## src/rtl/timer_8bit.sv

```systemverilog
// Purpose: 8-bit up/down timer with prescaler, sticky ovf/udf flags and an APB register slave.
// Latency: zero-wait-state APB; read data is combinational in the access phase, writes commit on that edge.
// Backpressure: none; pready is high throughout every access phase and pslverr is never raised.
module timer_8bit #(
    parameter int ADDR_W = 8,
    parameter int DATA_W = 8
) (
    input  logic              pclk,
    input  logic              presetn,
    input  logic              psel,
    input  logic              penable,
    input  logic              pwrite,
    input  logic [ADDR_W-1:0] paddr,
    input  logic [DATA_W-1:0] pwdata,
    output logic [DATA_W-1:0] prdata,
    output logic              pready,
    output logic              pslverr,
    output logic              tmr_ovf,
    output logic              tmr_udf
);

    // Register map.
    localparam logic [ADDR_W-1:0] ADDR_TDR = ADDR_W'(0);
    localparam logic [ADDR_W-1:0] ADDR_TCR = ADDR_W'(1);
    localparam logic [ADDR_W-1:0] ADDR_TSR = ADDR_W'(2);

    // Only the implemented TCR fields are stored; reserved bits 6,3,2 do not exist.
    typedef struct packed {
        logic       load;
        logic       updown;   // 1 = count down
        logic       en;
        logic [1:0] cks;      // divide by 2 << cks
    } tcr_t;

    logic [DATA_W-1:0] tdr;
    tcr_t              tcr;
    logic [1:0]        tsr;       // {udf, ovf}
    logic [DATA_W-1:0] cnt;
    logic [3:0]        presc;

    logic              access;
    logic              wr_en;
    logic              rd_en;
    logic              wr_tdr;
    logic              wr_tcr;
    logic              wr_tsr;
    logic              cks_change;
    logic              presc_clr;
    logic [3:0]        presc_max;
    logic              tick;
    logic              ovf_evt;
    logic              udf_evt;
    logic [1:0]        tsr_keep;
    logic [DATA_W-1:0] rd_val;

    assign access = psel & penable;
    assign wr_en  = access & pwrite;
    assign rd_en  = access & ~pwrite;
    assign wr_tdr = wr_en & (paddr == ADDR_TDR);
    assign wr_tcr = wr_en & (paddr == ADDR_TCR);
    assign wr_tsr = wr_en & (paddr == ADDR_TSR);

    // A write that changes the divider restarts the prescaler so the new period starts cleanly.
    assign cks_change = wr_tcr & (pwdata[1:0] != tcr.cks);
    assign presc_clr  = ~tcr.en | tcr.load | cks_change;

    // Terminal count of the prescaler is N-1 for N = 2/4/8/16.
    always_comb begin
        presc_max = 4'b0001;
        case (tcr.cks)
            2'b00:   presc_max = 4'b0001;
            2'b01:   presc_max = 4'b0011;
            2'b10:   presc_max = 4'b0111;
            default: presc_max = 4'b1111;
        endcase
    end

    // The tick is derived from registered state, so a mid-count TCR change only matters from the next tick.
    assign tick    = tcr.en & ~tcr.load & (presc == presc_max);
    assign ovf_evt = tick & ~tcr.updown & (cnt == {DATA_W{1'b1}});
    assign udf_evt = tick &  tcr.updown & (cnt == {DATA_W{1'b0}});

    // Writing 0 clears a flag, writing 1 keeps it; a same-cycle set event still wins below.
    assign tsr_keep = wr_tsr ? pwdata[1:0] : 2'b11;

    // Bus-writable registers: TDR and TCR.
    always_ff @(posedge pclk or negedge presetn) begin
        if (!presetn) begin
            tdr <= '0;
            tcr <= '0;
        end else begin
            if (wr_tdr) begin
                tdr <= pwdata;
            end
            if (wr_tcr) begin
                tcr.load   <= pwdata[7];
                tcr.updown <= pwdata[5];
                tcr.en     <= pwdata[4];
                tcr.cks    <= pwdata[1:0];
            end
        end
    end

    // Free-running modulo-N prescaler, held at zero while stopped, loading, or re-divided.
    always_ff @(posedge pclk or negedge presetn) begin
        if (!presetn) begin
            presc <= '0;
        end else if (presc_clr || (presc == presc_max)) begin
            presc <= '0;
        end else begin
            presc <= presc + 4'd1;
        end
    end

    // Main counter: load has priority and freezes counting; otherwise step once per tick with wrap-around.
    always_ff @(posedge pclk or negedge presetn) begin
        if (!presetn) begin
            cnt <= '0;
        end else if (tcr.load) begin
            cnt <= tdr;
        end else if (tick) begin
            if (tcr.updown) begin
                cnt <= cnt - DATA_W'(1);
            end else begin
                cnt <= cnt + DATA_W'(1);
            end
        end
    end

    // Sticky status flags.
    always_ff @(posedge pclk or negedge presetn) begin
        if (!presetn) begin
            tsr <= '0;
        end else begin
            tsr <= (tsr & tsr_keep) | {udf_evt, ovf_evt};
        end
    end

    // Read mux; unmapped addresses and reserved bits return zero.
    always_comb begin
        rd_val = '0;
        case (paddr)
            ADDR_TDR: rd_val = tdr;
            ADDR_TCR: rd_val = {tcr.load, 1'b0, tcr.updown, tcr.en, 2'b00, tcr.cks};
            ADDR_TSR: rd_val = {{(DATA_W-2){1'b0}}, tsr};
            default:  rd_val = '0;
        endcase
    end

    assign prdata  = rd_en ? rd_val : '0;
    assign pready  = access;
    assign pslverr = 1'b0;
    assign tmr_ovf = tsr[0];
    assign tmr_udf = tsr[1];

endmodule

```

## config.mk

```make
export PLATFORM = sky130hd
export DESIGN_NAME = timer_8bit
export DESIGN_NICKNAME = d
export VERILOG_FILES = /design/src/rtl/timer_8bit.sv
export SDC_FILE = /design/constraint.sdc
export NUM_CORES = 1
export LEC_CHECK = 0
export CORE_MARGIN = 1.5
export CORE_UTILIZATION = 45
export CTS_BUF_LIST = sky130_fd_sc_hd__clkbuf_4
export CTS_CLUSTER_DIAMETER = 50
export DETAILED_ROUTE_END_ITERATION = 6
export GPL_TIMING_DRIVEN = 0
export PLACE_DENSITY = 0.7
export SYNTH_ARGS = -nofsm -noshare
export SYNTH_HDL_FRONTEND = slang
export SYNTH_SLANG_ARGS = --single-unit
```

## constraint.sdc

```tcl
create_clock -name pclk -period 4.3 [get_ports pclk]
set_clock_uncertainty 0.2 [all_clocks]
set_input_delay 0.43 -clock pclk [delete_from_list [all_inputs] [get_ports pclk]]
set_output_delay 0.43 -clock pclk [all_outputs]
set_load 0.05 [all_outputs]
```

; Yosys cells after proc, flatten, opt, wreduce, memory -nomap -nowiden
; Cells that the tools add are included.
[totals]
ff_bits = 27
inputBits = 21
out_inout_bits = 12
wordCells = 52
[op_classes]
add_sub_neg = 3
n_eq_ne = 7
muxes = 8
bitwise_logic = 21
n_reduce_logical = 5
[ops]
columns = op, count
row1 = 2-to-1 mux 8 bit, 4
row2 = one-hot mux 8 bit (3 select lines), 1
row3 = logical NOT 8 bit, 2
row4 = bitwise AND 1 bit, 13
row5 = one-hot mux 4 bit (3 select lines), 1
row6 = adder 8 x 1 -> 8 bit (second input constant), 1
row7 = equality test 8 x 1 -> 1 bit (second input constant), 1
row8 = equality test 8 x 2 -> 1 bit (second input constant), 1
row9 = equality test 8 bit (second input constant), 1
row10 = subtractor 8 x 1 -> 8 bit (second input constant), 1
row11 = adder 4 x 1 -> 4 bit (second input constant), 1
row12 = equality test 4 bit, 1
row13 = 2-to-1 mux 4 bit, 1
row14 = NOT 1 bit, 4
row15 = bitwise AND 2 bit, 1
row16 = equality test 2 x 1 -> 1 bit (second input constant), 1
row17 = equality test 2 bit (second input constant), 1
row18 = logical NOT 2 bit, 1
row19 = 2-to-1 mux 2 bit, 1
row20 = inequality test 2 bit, 1
row21 = OR 1 bit, 2
row22 = OR 2 bit, 1
row23 = nonzero test 2 bit, 1
row24 = logical OR 1 bit, 1

; Logic depth before layout (Yosys ltp)
[depth]
word_depth = 7
ltp_mapped = 7
ltp_nobuf = 7

; Worst setup path after synthesis
; No wires, ideal clock.
[synth_path]
path_kind = input -> output
startpoint = in paddr[4]
endpoint = out prdata[0]
arrival_time_ns = 2.351
t_required_ns = 3.670
setup_slack_ns = 1.319
cell_stages = 3
path_buffers = 0
path_cell_list = or4_4 or2_4 nor3_1
[synth_via]
elab_chain_cells = 3
elab_cells_between_ends = 5
classes_between = eq/ne: 2 / mux: 2 / reduce/logical: 1
[synth_lines]
columns = item, line
row1 = "start, declared", 13  ; input logic [ADDR_W-1:0] paddr,
row2 = equality test 8 x 2 -> 1 bit (tied with other cells), 142  ; case (paddr)
row3 = one-hot mux 8 bit (3 select lines) *, 142
row4 = 2-to-1 mux 8 bit *, 150  ; assign prdata = rd_en ? rd_val : '0;
row5 = "end, declared", 15  ; output logic [DATA_W-1:0] prdata,
; Every way passes the cells marked *; elsewhere a longest branch is shown, timed or not.

; Worst setup path in the final report
[layout_path]
startpoint = in paddr[4]
endpoint = out prdata[3]
; The elaborated chain is that of the path after synthesis.

==> load_flow_metrics.sql <==
INSERT INTO impl_metrics (metric_group, metric, value, unit) VALUES
('drt', 'remaining_drc_errors', '0', ''),
('drt', 'postRouteAntennaNets', '0', ''),
('worst_hold_path', 'holdCritPathClass', 'reg2reg', ''),
('drt', 'routed_via_density', '5.62', ''),
('cts', 'cts_root_buffer', 'clkbuf_4', ''),
('yosys', 'synth_top_flop_cell', 'dfrtp_1', ''),
('grt', 'grt_max_degree', '28', ''),
('sta', 'final-hold-violation-count', '0', ''),
('cts', 'cts_tree', 'done', ''),
('cells_and_area', 'commonest_non_fill_non_tap_cells_in_the_layout', 'clkdlybuf4s50_1 (30), dfrtp_1 (27), nor2_1 (15)', ''),
('sta', 'final_period_minus_worst_setup_slack', '3.84', 'ns'),
('sta', 'grt_setup_unrepaired', 'no', ''),
('cts', 'hold_buffers', '0', ''),
('drt', 'totalWireLength', '3910', 'um'),
('drt', 'num_vias', '1434', ''),
('yosys', 'synthesis.yosys.warnings', '0', ''),
('setup_path', 'startpoint_types', 'input pin', ''),
('yosys', 'synth_cell_types', '48', ''),
('yosys', 'asyncSetResetFlopFracSynth', '100', '%'),
('outcome', 'outcome', 'complete, no violations', ''),
('placed_design', 'dp_hpwl', '2990', 'um'),
('grt', 'global_route.overflow_total', '0', ''),
('run', 'max-cap-violations', '0', ''),
('cells_and_area', 'final_cells', '255', ''),
('cts', 'cts_htree_levels', '1', ''),
('setup_path', 'critical_path_at', '3.21', 'ns'),
('cells_and_area', 'antennaDiodeCount', '0', ''),
('yosys', 'synth_enable_flop_cells', '0', ''),
('grt', 'first_global_vias', '1444', ''),
('drt', 'detail_route.wl_per_cell', '15.3', 'um'),
('die', 'die-height', '65.5', 'um'),
('die', 'die_width', '65.5', 'um'),
('sta', 'setup_violations', '0', ''),
('setup_path', 'regToRegStartpoint', 'tcr[3]$_DFFE_PN0P_', ''),
('die', 'start_util', '47.3', '%'),
('drt', 'detailed_routing_iterations_pass_1', '4', ''),
('worst_hold_path', 'startpoint_of_the_tightest_hold_check_path', 'presc[0]$_DFF_PN0_', ''),
('die', 'floorplan.io_pins', '33', ''),
('placed_design', 'globalplace.congestion', '0.910', ''),
('sta', 'maxSlewHeadroom', '21.2', '%'),
('cts', 'cts_max_path_buffers', '2', ''),
('cells_and_area', 'final_layout_size_suffix_gt1_share', '12.6', '%'),
('sta', 'timing_worst_slew_pin_value', '1.18', 'ns'),
('yosys', 'synth_sequential_area_ratio', '38.4', '%'),
('sta', 'fin_tns_setup', '0', 'ns'),
('grt', 'grt_usage', '19.7', '%'),
('yosys', 'synth.net_count', '202', ''),
('yosys', 'postSynthRegisterBits', '27', ''),
('cts', 'cts_sinks', '27', ''),
('sta', 'timing_max_transition_violations_final', '0', ''),
('setup_path', 'critical_path.max_stage_delay', '0.80', 'ns'),
('placed_design', 'dpl.cell_count', '251', ''),
('cts', 'clk_pin_slew_worst_paths', '0.15', 'ns'),
('setup_path', 'critPathMaxFanout', '5', ''),
('cells_and_area', 'layout_overhead_on_the_synthesized_area', '22.2', '%'),
('sta', 'highest_clock_rate', '261', 'MHz'),
('grt', 'antenna_found_initial', '0', ''),
('yosys', 'synthesis.area', '0.00176', 'mm2'),
('cts', 'clock_latency', '0.34', 'ns'),
('cts', 'cts_buffers', '3', ''),
('setup_path', 'startpoint', 'paddr[4]', ''),
('die', 'std_cell_rows', '22', ''),
('yosys', 'avgSynthCellArea', '10.2', 'um2'),
('sta', 'fin_worst_hold_slack', '0.315', 'ns'),
('setup_path', 'worst_ep_required_time', '3.67', 'ns'),
('placed_design', 'numPortBuffers', '30', ''),
('sta', 'min_period_over_period', '89.2', '%'),
('cells_and_area', 'finish.net_count', '237', ''),
('setup_path', 'standard_cell_with_the_maximum_stage_delay_on_the_critical_path', 'clkdlybuf4s50_1', ''),
('setup_path', 'cp_common_cell', 'clkdlybuf4s50_1', ''),
('power', 'powerDensity', '208', 'mW/mm2');
[worst max-delay path: cells and delay by family]
kind | cells | cell delay (ns)
AND/OR/NAND/NOR | 5 | 1.56
buffers and inverters | 2 | 1.21
[synthesized netlist by cell type, types with 2 or more instances]
cell,instances,area [um2]
clkbuf_1,3,11.3
xnor2_1,3,26.3
dfrtp_1,27,676
inv_1,6,22.5
xor2_1,4,35.0
mux2_2,13,146
o221ai_1,2,17.5
a221o_1,3,30.0
nor4_4,2,42.5
a21oi_1,5,25.0
mux2i_1,7,70.1
nor3_1,7,35.0
nand2b_1,2,12.5
nor2_1,15,56.3
a21o_1,2,15.0
nand3_1,3,15.0
o21ai_0,8,40.0
nand2_1,14,52.6
a211o_1,2,17.5
ha_1,7,87.6
nor2b_1,5,31.3
and2_1,5,31.3
a211oi_1,3,22.5
[registers in the layout, indices dropped and copies added (netlist names)]
name and count:
tsr 2, presc 4, tcr 5, cnt 8
tdr 8
[power by group]
part	switching (W)	internal, W
Sequential	0.00000415	0.000257
Clock	0.0000796	0.0000428
Combinational	0.0000313	0.0000313
[per-layer routing]
layer / up-vias / track usage [%] / share of wire [%]
li1: 704 / - / -
met1: 683 / 25.5 / 45
met2: 42 / 34.4 / 48
met3: 5 / 3.42 / 5.7
met4: 0 / 4.43 / 0.90
met5: - / 0 / 0
[logic make-up (layout without fill, tap and decap cells)]
logic type      Yosys count  after routing  synth area share (%)
xor+xnor                  7              7                  3.49
buf+inv                  11             45                  2.99
compound gates           34             34                  15.2
fa+ha+maj                 8              8                  6.12
simple gates             65             65                  21.3
mux                      20             20                  12.3
other cells               1              1                 0.213
flops                    27             27                  38.4
[path summary, 6_finish.rpt]
kind | endpoint | slack (ns) | cells after the start
worst min-delay path | presc[0]$_DFF_PN0_ | 0.31 | 1
worst min register to register | presc[0]$_DFF_PN0_ | 0.31 | 1
worst max register to register | cnt[6]$_DFFE_PN0P_ | 1.75 | 7
min in group asynchronous | presc[3]$_DFF_PN0_ | 0.49 | 1
worst max-delay path | prdata[3] | 0.46 | 7
max in group asynchronous | cnt[5]$_DFFE_PN0P_ | 2.70 | 1
[stage by stage]
| step | instance area, um2 | power [W] | setup slack [ns] |
|---|---|---|---|
| 5_1_grt | 2150 | 0.000463 | 0.348 |
| 6_report | 2150 | 0.000446 | 0.462 |
| 3_3_place_gp | 2120 | 0.000327 | 0.467 |
| 4_1_cts | 2150 | 0.000448 | 0.455 |
| 2_1_floorplan | 1760 | 0.000296 | 1.32 |
| 3_5_place_dp | 2120 | 0.000329 | 0.471 |
[final cells by class]
class | count | area, um2
fill | 346 | 1570
timing repair buffer | 30 | 300
buffer | 5 | 30.0
multi-input combinational | 135 | 1030
tap | 48 | 60.1
inverter | 6 | 22.5
clock buffer | 4 | 30.0
sequential | 27 | 676
Power figures use the tool's default switching activity.
